### src/rtl/sync_ctrl_pkg.sv
// Shared definitions for the synchronizer stability supervisor:
// state encoding, counter sizing and parameter clamping.
package sync_ctrl_pkg;

  localparam logic [1:0] S_IDLE   = 2'd0;
  localparam logic [1:0] S_SETTLE = 2'd1;
  localparam logic [1:0] S_ARMED  = 2'd2;
  localparam logic [1:0] S_FAULT  = 2'd3;

  // Bits needed to index 'value' distinct codes (ceil(log2(value))), min 1.
  function automatic int clogb2(input int value);
    int w;
    w = 0;
    for (int v = value - 1; v > 0; v = v >> 1) w++;
    if (w < 1) w = 1;
    return w;
  endfunction

  function automatic int clamp_hold(input int hold);
    return (hold < 1) ? 1 : hold;
  endfunction

  function automatic int clamp_timeout(input int timeout, input int hold);
    return (timeout < hold) ? hold : timeout;
  endfunction

  function automatic int clamp_glitch(input int limit);
    return (limit < 1) ? 1 : ((limit > 255) ? 255 : limit);
  endfunction

endpackage

### src/rtl/sat_counter.sv
// Up-counter that sticks at MAX instead of wrapping; clr wins over inc.
module sat_counter #(
  parameter int WIDTH = 8,
  parameter int MAX   = 255
) (
  input  logic             clk,
  input  logic             rst_n,
  input  logic             inc,
  input  logic             clr,
  output logic [WIDTH-1:0] count,
  output logic             at_max
);

  localparam logic [WIDTH-1:0] MAX_V = WIDTH'(MAX);

  logic [WIDTH-1:0] count_q, count_d;

  always_comb begin
    count_d = count_q;
    if (clr) begin
      count_d = '0;
    end else if (inc && (count_q != MAX_V)) begin
      count_d = count_q + WIDTH'(1);
    end
  end

  always_ff @(posedge clk or negedge rst_n) begin
    if (!rst_n) begin
      count_q <= '0;
    end else begin
      count_q <= count_d;
    end
  end

  assign count  = count_q;
  assign at_max = (count_q == MAX_V);

endmodule

### src/rtl/sync_stability_controller.sv
// Gates downstream use of synchronized inputs: settles until all monitored
// channels hold stable, then arms and watches for stable-flag drops.
module sync_stability_controller
  import sync_ctrl_pkg::*;
#(
  parameter int N_CH           = 4,
  parameter int HOLD_CYCLES    = 16,
  parameter int TIMEOUT_CYCLES = 1024,
  parameter int GLITCH_LIMIT   = 3
) (
  input  logic            clk,
  input  logic            resetn,
  input  logic            enable,
  input  logic            clear,
  input  logic [N_CH-1:0] ch_stable,
  input  logic [N_CH-1:0] ch_mask,
  output logic            armed,
  output logic            fault,
  output logic            fault_timeout,
  output logic            fault_glitch,
  output logic [N_CH-1:0] unstable_ch,
  output logic [7:0]      glitch_count,
  output logic [1:0]      state
);

  localparam int HOLD_C = clamp_hold(HOLD_CYCLES);
  localparam int TO_C   = clamp_timeout(TIMEOUT_CYCLES, HOLD_C);
  localparam int GL_C   = clamp_glitch(GLITCH_LIMIT);
  localparam int HW     = clogb2(HOLD_C + 1);
  localparam int TW     = clogb2(TO_C + 1);

  localparam logic [HW-1:0] HOLD_LAST = HW'(HOLD_C - 1);
  localparam logic [TW-1:0] TO_LAST   = TW'(TO_C - 1);
  localparam logic [8:0]    GL_LIM    = 9'(GL_C);

  logic [1:0]      state_q, state_d;
  logic            armed_q, fault_q;
  logic            ftmo_q, ftmo_d, fglt_q, fglt_d;
  logic [N_CH-1:0] unst_q, unst_d;
  logic [N_CH-1:0] prev_q;

  logic [HW-1:0]   hold_cnt;
  logic [TW-1:0]   to_cnt;
  logic [7:0]      gcnt;
  logic            hold_max_unused, to_max_unused, gc_max;

  logic            ok, glitch_ev;
  logic [N_CH-1:0] fall;
  logic [8:0]      gc_inc;

  assign ok   = &(ch_stable | ~ch_mask);
  // Masking uses the current cycle, so a channel unmasked while low never counts.
  assign fall = prev_q & ~ch_stable & ch_mask;
  assign glitch_ev = (state_q == S_ARMED) && enable && !clear && (|fall);
  assign gc_inc = gc_max ? 9'd255 : ({1'b0, gcnt} + 9'd1);

  always_comb begin
    state_d = state_q;
    ftmo_d  = ftmo_q;
    fglt_d  = fglt_q;
    unst_d  = unst_q;
    if (clear) begin
      state_d = S_IDLE;
      ftmo_d  = 1'b0;
      fglt_d  = 1'b0;
      unst_d  = '0;
    end else if (!enable && (state_q != S_FAULT)) begin
      state_d = S_IDLE;
    end else begin
      case (state_q)
        S_IDLE: begin
          state_d = S_SETTLE;
          ftmo_d  = 1'b0;
          fglt_d  = 1'b0;
          unst_d  = '0;
        end
        S_SETTLE: begin
          if (ok && (hold_cnt == HOLD_LAST)) begin
            state_d = S_ARMED;
          end else if (to_cnt == TO_LAST) begin
            state_d = S_FAULT;
            ftmo_d  = 1'b1;
            unst_d  = ch_mask & ~ch_stable;
          end
        end
        S_ARMED: begin
          if (glitch_ev) begin
            unst_d = unst_q | fall;
            if (gc_inc == GL_LIM) begin
              state_d = S_FAULT;
              fglt_d  = 1'b1;
            end
          end
        end
        default: ;
      endcase
    end
  end

  sat_counter #(.WIDTH(HW), .MAX(HOLD_C)) u_hold_cnt (
    .clk    (clk),
    .rst_n  (resetn),
    .inc    ((state_q == S_SETTLE) && ok),
    .clr    (clear || !enable || (state_q != S_SETTLE) || !ok),
    .count  (hold_cnt),
    .at_max (hold_max_unused)
  );

  sat_counter #(.WIDTH(TW), .MAX(TO_C)) u_timeout_cnt (
    .clk    (clk),
    .rst_n  (resetn),
    .inc    (state_q == S_SETTLE),
    .clr    (clear || (state_q != S_SETTLE)),
    .count  (to_cnt),
    .at_max (to_max_unused)
  );

  // Glitch count survives a drop to IDLE; it restarts on the next settle entry.
  sat_counter #(.WIDTH(8), .MAX(255)) u_glitch_cnt (
    .clk    (clk),
    .rst_n  (resetn),
    .inc    (glitch_ev),
    .clr    (clear || ((state_q == S_IDLE) && enable)),
    .count  (gcnt),
    .at_max (gc_max)
  );

  always_ff @(posedge clk or negedge resetn) begin
    if (!resetn) begin
      state_q <= S_IDLE;
      armed_q <= 1'b0;
      fault_q <= 1'b0;
      ftmo_q  <= 1'b0;
      fglt_q  <= 1'b0;
      unst_q  <= '0;
      prev_q  <= '0;
    end else begin
      state_q <= state_d;
      armed_q <= (state_d == S_ARMED);
      fault_q <= (state_d == S_FAULT);
      ftmo_q  <= ftmo_d;
      fglt_q  <= fglt_d;
      unst_q  <= unst_d;
      prev_q  <= ch_stable;
    end
  end

  assign armed         = armed_q;
  assign fault         = fault_q;
  assign fault_timeout = ftmo_q;
  assign fault_glitch  = fglt_q;
  assign unstable_ch   = unst_q;
  assign glitch_count  = gcnt;
  assign state         = state_q;

endmodule

### config.mk
export PLATFORM = sky130hd
export DESIGN_NAME = sync_stability_controller
export DESIGN_NICKNAME = d
export VERILOG_FILES = /design/src/rtl/sync_ctrl_pkg.sv /design/src/rtl/sat_counter.sv /design/src/rtl/sync_stability_controller.sv
export SDC_FILE = /design/constraint.sdc
export NUM_CORES = 1
export LEC_CHECK = 0
export CAP_MARGIN = 10
export CORE_MARGIN = 4
export CORE_UTILIZATION = 50
export CTS_BUF_LIST = sky130_fd_sc_hd__clkbuf_16
export CTS_CLUSTER_DIAMETER = 30
export DETAILED_ROUTE_END_ITERATION = 6
export PLACE_DENSITY_LB_ADDON = 0.25
export RECOVER_POWER = 50
export REMOVE_ABC_BUFFERS = 1
export SETUP_SLACK_MARGIN = 0.2
export SYNTH_ARGS = -nofsm -noshare
export SYNTH_HDL_FRONTEND = slang
export SYNTH_SLANG_ARGS = --single-unit
export TNS_END_PERCENT = 10
### constraint.sdc
create_clock -name clk -period 4.43 [get_ports clk]
set_input_delay 0.886 -clock clk [delete_from_list [all_inputs] [get_ports clk]]
set_output_delay 0.886 -clock clk [all_outputs]
set_load 0.02 [all_outputs]
==> run summary, run 1 <==
Outcome - finished, violations left
Failing checks - max-capacitance violations, max-slew violations
Tot Pwr - 0.807 mW
Largest net degree at the start of global routing - 39
Residual DRC - 0
Crit. End Element - flip-flop
Worst r2r path cells - 7
Total negative slack - 0 ns
DIE AREA - 5540 um2
Worst-Skew Late Latency - 0.28 ns
Slew headroom - -33.4%
Max-slew violation count - 39
Crit path DAT - 2.98 ns
Top achievable clock speed - 363 MHz
DRT Pass-1 Iters - 4
Origin of the critical flop-to-flop path - state[0]$_DFF_PN0_
All-Layer GR Usage - 17.1%
Final hold violation count - 0
Gpl congestion - 0.839
Initial antenna violation count - 0
R2r endpoint - fault$_DFF_PN0_
Post-synth EDFFs - 0
Synth-to-layout area growth - 21.5%
WL final - 4.31 mm
Final #Nets - 272
Starting Density - 53.3%
Multi-input gate area - 1170 um2
Hold Crit Depth - 1
Clock period minus worst slack - 2.76 ns
Clk sinks - 38
Clock Tree Buf Depth - 2
Worst Hold Launch - fault_glitch$_DFFE_PN0P_
IO Port Bufs - 29
H-Tree Level Count - 2
Register area share after synthesis - 43.1%
Critical path class - input port to flip-flop
Placed cell area - 2520 um2
Hold slack final - 0.512 ns
Worst path cell trace - dlygate4sd3_1 > nor2b_2 > a2111oi_4 > nor3_1 > o2111ai_1 > a311oi_2 > and2_1
Via count - 1679
CTS clk-pin slew, worst paths - 0.06 ns
Layout fillers - 356
Finished Cell Area - 2680 um2
Final core utilization - 64.7%
Final setup margin - 1.67 ns
Syn Area/Cell - 10.0 um2
RSZ-0062 raised after global routing - false
CTS tree - built
I/O pin count - 30
Skew final - 0.00353 ns
Vias in the first global route - 1538
Vias per inst - 5.60
Reg2Reg Setup Slack - 2.12 ns
Post-CTS setup buffer count - 0
Placed Instances - 292
VDD IR max - 243 uV
WHS Endpoint - fault_glitch$_DFFE_PN0P_
Register Area - 951 um2
Max cap viols - 1
Crit share post-route - 62.3%
Critical-path maximum fanout - 4
Row cnt - 23
Synth warnings - 0
Mapped cell area - 2210 um2
First-pass GRT wire length - 7.20 mm
Crit-path slowest cell - dlygate4sd3_1
Crit path buffers/inverters - 1
Crit-path max cell delay - 0.57 ns
Grt total ovfl - 0
DPL Wire Length - 3.04 mm
ANT nets after route - 0
Share of synthesized registers carrying an async set or reset - 100%
Slew @ Worst Pin - 2.00 ns
Most common flop cell mapped by yosys - dfrtp_1
Power Density - 301 nW/um2
Hold Crit Class - flip-flop to flip-flop
Commonest non-fill, non-tap cell in the layout - dfrtp_1
DR iter-0 viols - 93
Clock root buffer - clkbuf_16
Distinct cell type count after synthesis - 51
TritonCTS buffer count - 5
Most frequent cells in the layout - 38 x dfrtp_1, 21 x nor2_1, 21 x clkdlybuf4s50_1
Fraction of layout cells with a size suffix above 1 - 8.00%
Crit-path leading delay family - compound AO/OA/AOI/OAI gates
CP Data Required Time - 4.65 ns
Hold buffers post-CTS - 0
Final non-filler cell total - 300
Die W - 74.5 um
Leakage - 1.14 nW
Die extent in y - 74.5 um
Core Area - 4140 um2
Crit start category - input port
Count of state elements after synthesis - 38
Worst slack, placed - 1.48 ns
Antenna Cells - 0
Post-CTS sizing - 0
Wire per inst - 14.4 um
Setup Viol. Count Final - 0
Mapped Cells - 220
-- cells in the mapped netlist (2+ instances only) --
cell type | n | area (um2)
mux2i_1 | 4 | 40.0
a21o_1 | 5 | 37.5
ha_1 | 11 | 138
nand3_1 | 7 | 35.0
o21ai_1 | 3 | 15.0
nor2_1 | 21 | 78.8
xnor2_1 | 7 | 61.3
nor3_1 | 8 | 40.0
and3_4 | 2 | 22.5
nand4_1 | 3 | 18.8
and3b_1 | 3 | 26.3
nand2_1 | 15 | 56.3
xor2_1 | 11 | 96.3
a2111oi_4 | 2 | 55.1
a21oi_1 | 8 | 40.0
o221ai_1 | 4 | 35.0
dfrtp_1 | 38 | 951
or3_1 | 2 | 12.5
nor4b_1 | 2 | 17.5
nor2b_1 | 7 | 43.8
and3_1 | 4 | 25.0
o21a_1 | 2 | 15.0
o21ai_0 | 4 | 20.0
a22oi_1 | 4 | 30.0
inv_1 | 13 | 48.8
clkbuf_1 | 5 | 18.8
-- registers in the layout, summed over array words and instances (netlist names) --
signal,flops
u_timeout_cnt.count,11
prev_q,4
u_glitch_cnt.count,8
fault_timeout,1
fault,1
fault_glitch,1
u_hold_cnt.count,5
state,2
unstable_ch,4
armed,1
-- where the power goes --
part	internal (mW)	switching, mW
combinational	0.0229	0.0334
clock	0.261	0.134
sequential	0.352	0.00365
total	0.636	0.171
-- metal layers --
metal	wire, um	vias up	track usage, %
li1	-	834	-
met2	1960	35	26.0
met4	81	0	6.32
met1	2070	801	23.0
met3	197	9	5.41
met5	0	-	0
-- worst max-delay path by stage --
stage	from	endpoint	slack [ns]	cells past startpoint
after CTS	ch_mask[0]	fault$_DFF_PN0_	1.79	7
after global routing	clear	u_timeout_cnt.count[2]$_DFFE_PN0P_	1.53	7
after global placement	ch_mask[0]	fault$_DFF_PN0_	1.49	7
after detailed placement	ch_mask[0]	fault$_DFF_PN0_	1.48	7
after floorplan	ch_mask[0]	unstable_ch[0]$_DFFE_PN0P_	2.19	6
final	ch_stable[0]	fault$_DFF_PN0_	1.67	7
-- logic make-up (layout without fill, tap and decap cells) --
| kind of cell | Yosys count | count (layout) | share of synthesized area (%) |
|---|---|---|---|
| AOI/OAI and AO/OA | 40 | 40 | 14.5 |
| muxes | 5 | 5 | 2.32 |
| buffers and inverters | 20 | 50 | 3.80 |
| DFF | 38 | 38 | 43.1 |
| adders and majority gates | 11 | 11 | 6.23 |
| xor gates and xnor gates | 18 | 18 | 7.14 |
| and+or+nand+nor | 88 | 88 | 22.9 |
-- layout make-up --
cell class              instances  area share [%]
clock buffers                   5            4.66
clock inverters                 3            1.40
inverters                      13            1.82
multi-input cells             162            43.8
flip-flops and latches         38            35.4
well taps                      50            2.33
repair buffers                 29            10.6
No activity file was read; power rests on OpenSTA's default activity.
==> inputs of run 2 (changes only) <==
CORE_UTILIZATION = 49   (was 50)
clock period = 2.39 ns   (was 4.43 ns; I/O delays follow)
==> run summary, run 2 (synthesis gave the netlist of run 1 again) <==
Outcome - finished clean (was finished, violations left)
Clock Power Share - 43.6% (was 49.0%)
WL final - 4.32 mm (was 4.31 mm)
Max cap viols - 0 (was 1)
ANT nets after route - 0 (unchanged)
Crit start category - input port (unchanged)
Sw Pwr - 0.306 mW (was 0.171 mW)
Origin of the critical flop-to-flop path - u_timeout_cnt.count[0]$_DFFE_PN0P_ (was state[0]$_DFF_PN0_)
DIE AREA - 5650 um2 (was 5540 um2)
Clock root buffer - clkbuf_16 (unchanged)
Worst r2r path cells - 7 (unchanged)
Die extent in y - 75.1 um (was 74.5 um)
All-Layer GR Usage - 17.3% (was 17.1%)
Hold buffers post-CTS - 0 (unchanged)
GR met1 Demand/Resource - 24.4% (was 23.0%)
Placed cell area - 2590 um2 (was 2520 um2)
Vias in the first global route - 1636 (was 1538)
RSZ-0062 raised after global routing - true (was false)
CP Data Required Time - 2.60 ns (was 4.65 ns)
Max-slew violation count - 0 (was 39)
Antenna Cells - 0 (unchanged)
Slew @ Worst Pin - 0.924 ns (was 2.00 ns)
GR Util met2 - 26.2% (was 26.0%)
Most frequent cells in the layout - 38 x dfrtp_1, 25 x clkdlybuf4s50_1, 21 x nor2_1 (was 38 x dfrtp_1, 21 x nor2_1, 21 x clkdlybuf4s50_1)
CTS tree - built (unchanged)
Crit path DAT - 2.42 ns (was 2.98 ns)
Leakage - 1.17 nW (was 1.14 nW)
Final #Nets - 283 (was 272)
Critical path class - input port to flip-flop (unchanged)
Core Area - 4350 um2 (was 4140 um2)
Tot Pwr - 1.38 mW (was 0.807 mW)
DR iter-0 viols - 75 (was 93)
Crit. End Element - flip-flop (unchanged)
H-Tree Level Count - 2 (unchanged)
Fraction of layout cells with a size suffix above 1 - 14.7% (was 8.00%)
First-pass GRT wire length - 7.53 mm (was 7.20 mm)
Hold Crit Class - input port to asynchronous set/reset pin (was flip-flop to flip-flop)
Internal power - 1.08 mW (was 0.636 mW)
Clock Tree Buf Depth - 2 (unchanged)
Crit share post-route - 92.4%
Final non-filler cell total - 311 (was 300)
Skew final - 0.00489 ns (was 0.00353 ns)
Worst path cell trace - dlygate4sd3_1 > buf_4 > nor2b_1 > nor4_2 > buf_4 > a21oi_1 > o21ai_0 > a311oi_2 > and2_1 (was dlygate4sd3_1 > nor2b_2 > a2111oi_4 > nor3_1 > o2111ai_1 > a311oi_2 > and2_1)
Row cnt - 24 (was 23)
I/O pin count - 30 (unchanged)
Most Used Layer, Global Route - met2 (unchanged)
Via count - 1686 (was 1679)
Crit-path slowest cell - dlygate4sd3_1 (unchanged)
Placed Instances - 303 (was 292)
Starting Density - 50.7% (was 53.3%)
Vias per inst - 5.42 (was 5.60)
Power Density - 499 nW/um2 (was 301 nW/um2)
Slew headroom - 38.4% (was -33.4%)
Synth-to-layout area growth - 25.3% (was 21.5%)
Most used cell, CP - buf_4
DRT Pass-1 Iters - 4 (unchanged)
Final core utilization - 63.5% (was 64.7%)
Final hold violation count - 0 (unchanged)
DPL Wire Length - 3.11 mm (was 3.04 mm)
Logic gate share of total power - 8.7% (was 7.0%)
Reg power frac - 47.7% (was 44.0%)
Grt met3 use - 4.67% (was 5.41%)
Top achievable clock speed - 453 MHz
Largest net degree at the start of global routing - 39 (unchanged)
Commonest non-fill, non-tap cell in the layout - dfrtp_1 (unchanged)
Finished Cell Area - 2770 um2 (was 2680 um2)
Critical-path maximum fanout - 3 (was 4)
Clock period minus worst slack - 2.21 ns
Total negative slack - 0 ns (unchanged)
Grt total ovfl - 0 (unchanged)
Reg2Reg Setup Slack - 0.38 ns (was 2.12 ns)
IO Port Bufs - 29 (unchanged)
Wire per inst - 13.9 um (was 14.4 um)
Setup Viol. Count Final - 0 (unchanged)
Worst-Skew Late Latency - 0.28 ns (about the same)
Die W - 75.1 um (was 74.5 um)
CTS clk-pin slew, worst paths - 0.05 ns (was 0.06 ns)
VDD IR max - 318 uV (was 243 uV)
Residual DRC - 0 (unchanged)
Gpl congestion - 0.864 (was 0.839)
Initial antenna violation count - 0 (unchanged)
TritonCTS buffer count - 5 (unchanged)
Switch share - 22.1% (was 21.2%)
Max reg flops - 11 (unchanged)
R2r endpoint - unstable_ch[1]$_DFFE_PN0P_ (was fault$_DFF_PN0_)
Clk sinks - 38 (unchanged)
Crit-path max cell delay - 0.55 ns (was 0.57 ns)
run 2: cell count changes in the layout (fill, tap and decap cells not counted), sizes merged:
cell | before | now
buf | 0 | 10
bufinv | 1 | 0
clkbuf | 6 | 7
clkdlybuf4s25 | 0 | 1
clkdlybuf4s50 | 21 | 25
clkinv | 0 | 1
dlygate4sd3 | 7 | 2
inv | 15 | 13
run 2: area by class of cell:
cell class              count  area, um2
clock buffers               5        125
multi-input cells         162       1210
clock inverters             1       3.75
flip-flops and latches     38        951
fillers                   378       1590
repair buffers             40        364
well taps                  52       65.1
inverters                  13       48.8
run 2: layer usage:
layer,part of all wire [%],vias up
li1,-,852
met2,46,28
met4,0.93,0
met5,0,-
met3,4.1,4
met1,49,802
run 2: stage by stage:
step / worst slack (ns) / hold WS, ns
after floorplan: 0.366 / 0.182
after global placement: -0.0609 / 0.490
after detailed placement: -0.101 / 0.488
after CTS: 0.230 / 0.343
after global routing: 0.0757 / 0.422
final: 0.182 / 0.333
run 2: power groups by stage:
stage | Combinational [mW] | Clock [mW] | Sequential (mW)
3_5_place_dp | 0.117 | 0 | 0.670
3_3_place_gp | 0.116 | 0 | 0.670
6_report | 0.120 | 0.602 | 0.659
4_1_cts | 0.118 | 0.618 | 0.658
5_1_grt | 0.133 | 0.646 | 0.659
2_1_floorplan | 0.0486 | 0 | 0.673
run 2: critical path: cells and delay by family:
family / cells / cell delay (ns)
AOI/OAI and AO/OA: 3 / 0.58
buffers and inverters: 3 / 0.84
and+or+nand+nor: 3 / 0.52
run 2: worst max path at each step:
stage,start,endpoint,slack [ns],cells after the start
2_1_floorplan,state[0]$_DFF_PN0_,fault$_DFF_PN0_,0.37,7
3_3_place_gp,ch_mask[0],fault$_DFF_PN0_,-0.06,7
3_5_place_dp,ch_mask[0],fault$_DFF_PN0_,-0.10,7
4_1_cts,ch_stable[1],unstable_ch[3]$_DFFE_PN0P_,0.23,7
5_1_grt,ch_stable[3],unstable_ch[1]$_DFFE_PN0P_,0.08,7
6_report,ch_stable[1],fault$_DFF_PN0_,0.18,9
run 2: timing repair:
item,CTS,global route
endpoints found under the setup margin,1,13
endpoints found under the hold margin,0,0
gates resized for setup,1,8
cloned,0,0
setup buffers,0,2
pin swaps,0,4
==> inputs of run 3 (changes only) <==
REMOVE_ABC_BUFFERS = unset   (was 1)
==> run summary, run 3 (synthesis gave the netlist of run 1 again) <==
TritonCTS buffer count - 5 (unchanged)
First-pass GRT wire length - 7.60 mm (was 7.53 mm)
Reg2Reg Setup Slack - 0.37 ns (was 0.38 ns)
Clock period minus worst slack - 2.16 ns (was 2.21 ns)
Synth Net Count - 243
Grt total ovfl - 0 (unchanged)
Gpl congestion - 0.778 (was 0.864)
RSZ-0062 raised after global routing - true (unchanged)
Setup Viol. Count Final - 0 (unchanged)
Vias per inst - 5.42 (about the same)
Outcome - finished clean (unchanged)
Most frequent cells in the layout - 38 x dfrtp_1, 25 x clkdlybuf4s50_1, 21 x nor2_1 (unchanged)
Placed cell area - 2580 um2 (was 2590 um2)
Row cnt - 24 (unchanged)
Tot Pwr - 1.39 mW (was 1.38 mW)
DPL Wire Length - 3.17 mm (was 3.11 mm)
Leakage - 1.18 nW (was 1.17 nW)
Slew @ Worst Pin - 0.951 ns (was 0.924 ns)
All-Layer GR Usage - 17.3% (about the same)
Largest net degree at the start of global routing - 39 (unchanged)
Hold buffers post-CTS - 0 (unchanged)
DR iter-0 viols - 46 (was 75)
Crit share post-route - 90.3% (was 92.4%)
WL final - 4.36 mm (was 4.32 mm)
Residual DRC - 0 (unchanged)
Core Area - 4350 um2 (unchanged)
Clock root buffer - clkbuf_16 (unchanged)
Register Area - 951 um2 (unchanged)
Starting Density - 50.7% (unchanged)
Critical path class - input port to flip-flop (unchanged)
Hold Crit Class - input port to asynchronous set/reset pin (unchanged)
Max-slew violation count - 0 (unchanged)
Initial antenna violation count - 0 (unchanged)
Finished Cell Area - 2760 um2 (was 2770 um2)
Top achievable clock speed - 463 MHz (was 453 MHz)
Final core utilization - 63.4% (was 63.5%)
DIE AREA - 5650 um2 (unchanged)
H-Tree Level Count - 2 (unchanged)
Via count - 1690 (was 1686)
Crit. End Element - flip-flop (unchanged)
Vias in the first global route - 1627 (was 1636)
R2r endpoint - unstable_ch[3]$_DFFE_PN0P_ (was unstable_ch[1]$_DFFE_PN0P_)
Wire per inst - 14.0 um (was 13.9 um)
Fraction of layout cells with a size suffix above 1 - 13.8% (was 14.7%)
Skew final - 0.00380 ns (was 0.00489 ns)
Clock Tree Buf Depth - 2 (unchanged)
ANT nets after route - 0 (unchanged)
Final #Nets - 282 (was 283)
IO Port Bufs - 29 (unchanged)
VDD IR max - 315 uV (was 318 uV)
Die extent in y - 75.1 um (unchanged)
DRT Pass-1 Iters - 4 (unchanged)
Max cap viols - 0 (unchanged)
Max reg flops - 11 (unchanged)
Total negative slack - 0 ns (unchanged)
Clk sinks - 38 (unchanged)
Slew headroom - 36.6% (was 38.4%)
Multi-input gate area - 1200 um2 (was 1210 um2)
CTS clk-pin slew, worst paths - 0.05 ns (about the same)
Commonest non-fill, non-tap cell in the layout - dfrtp_1 (unchanged)
Origin of the critical flop-to-flop path - state[1]$_DFF_PN0_ (was u_timeout_cnt.count[0]$_DFFE_PN0P_)
Worst r2r path cells - 7 (unchanged)
Synth-to-layout area growth - 24.9% (was 25.3%)
I/O pin count - 30 (unchanged)
Final hold violation count - 0 (unchanged)
Die W - 75.1 um (unchanged)
Power Density - 505 nW/um2 (was 499 nW/um2)
CTS tree - built (unchanged)
Worst-Skew Late Latency - 0.28 ns (about the same)
Crit path DAT - 2.31 ns (was 2.42 ns)
Antenna Cells - 0 (unchanged)
Layout fillers - 357 (was 378)
Critical-path maximum fanout - 6 (was 3)
CP Data Required Time - 2.55 ns (was 2.60 ns)
Crit start category - input port (unchanged)
Hold slack final - 0.344 ns (was 0.333 ns)
[run 3: layout make-up]
type / instances / share of cell area (%)
multi-input cells: 162 / 43.5
flip-flops and latches: 38 / 34.5
repair buffers: 39 / 12.9
clock buffers: 5 / 4.54
well taps: 52 / 2.36
inverters: 13 / 1.77
clock inverters: 3 / 0.454
[run 3: what timing repair did]
item,in CTS,in global routing
resized for setup,0,8
setup endpoints to repair,0,10
setup buffers,0,2
[run 3: worst max path at each step]
stage                                                  from                                end  slack [ns]  cells past startpoint
after global routing                           ch_stable[0]                    fault$_DFF_PN0_        0.12                      7
after floorplan           u_glitch_cnt.count[0]$_DFFE_PN0P_  u_glitch_cnt.count[7]$_DFFE_PN0P_        0.28                      8
after detailed placement                       ch_stable[1]         unstable_ch[1]$_DFFE_PN0P_       -0.06                      7
final                                          ch_stable[3]  u_glitch_cnt.count[7]$_DFFE_PN0P_        0.23                      9
after global placement                         ch_stable[1]         unstable_ch[1]$_DFFE_PN0P_      -0.005                      7
after CTS                                      ch_stable[1]         unstable_ch[3]$_DFFE_PN0P_        0.23                      7
[run 3: critical path, cell delays in order]
cell,delay (ns)
dlygate4sd3_1,0.56
and3b_1,0.21
a2111oi_4,0.37
buf_4,0.19
a2111oi_4,0.04
buf_4,0.17
nand4_1,0.10
xor2_1,0.14
nor2_1,0.05
[run 3: per-stage QoR]
| stage | setup WS [ns] | cells |
|---|---|---|
| after floorplan | 0.285 | 220 |
| after global placement | -0.00515 | 302 |
| after detailed placement | -0.0600 | 302 |
| after CTS | 0.227 | 310 |
| after global routing | 0.125 | 312 |
| final | 0.232 | 312 |
[run 3: where the power goes]
part           leakage [nW]  switching [mW]  internal (mW)
clock network        0.0724           0.238          0.376
logic                 0.583          0.0679         0.0550
registers             0.520         0.00508          0.652
total                  1.18           0.311           1.08
[run 3: routing by layer]
layer | GRT usage [%] | part of all wire [%] | up-vias | wire [um]
li1 | - | - | 855 | -
met1 | 23.5 | 47 | 802 | 2050
met2 | 27.9 | 48 | 29 | 2080
met3 | 4.81 | 4.6 | 4 | 199
met4 | 3.11 | 0.71 | 0 | 31
met5 | 0 | 0 | - | 0
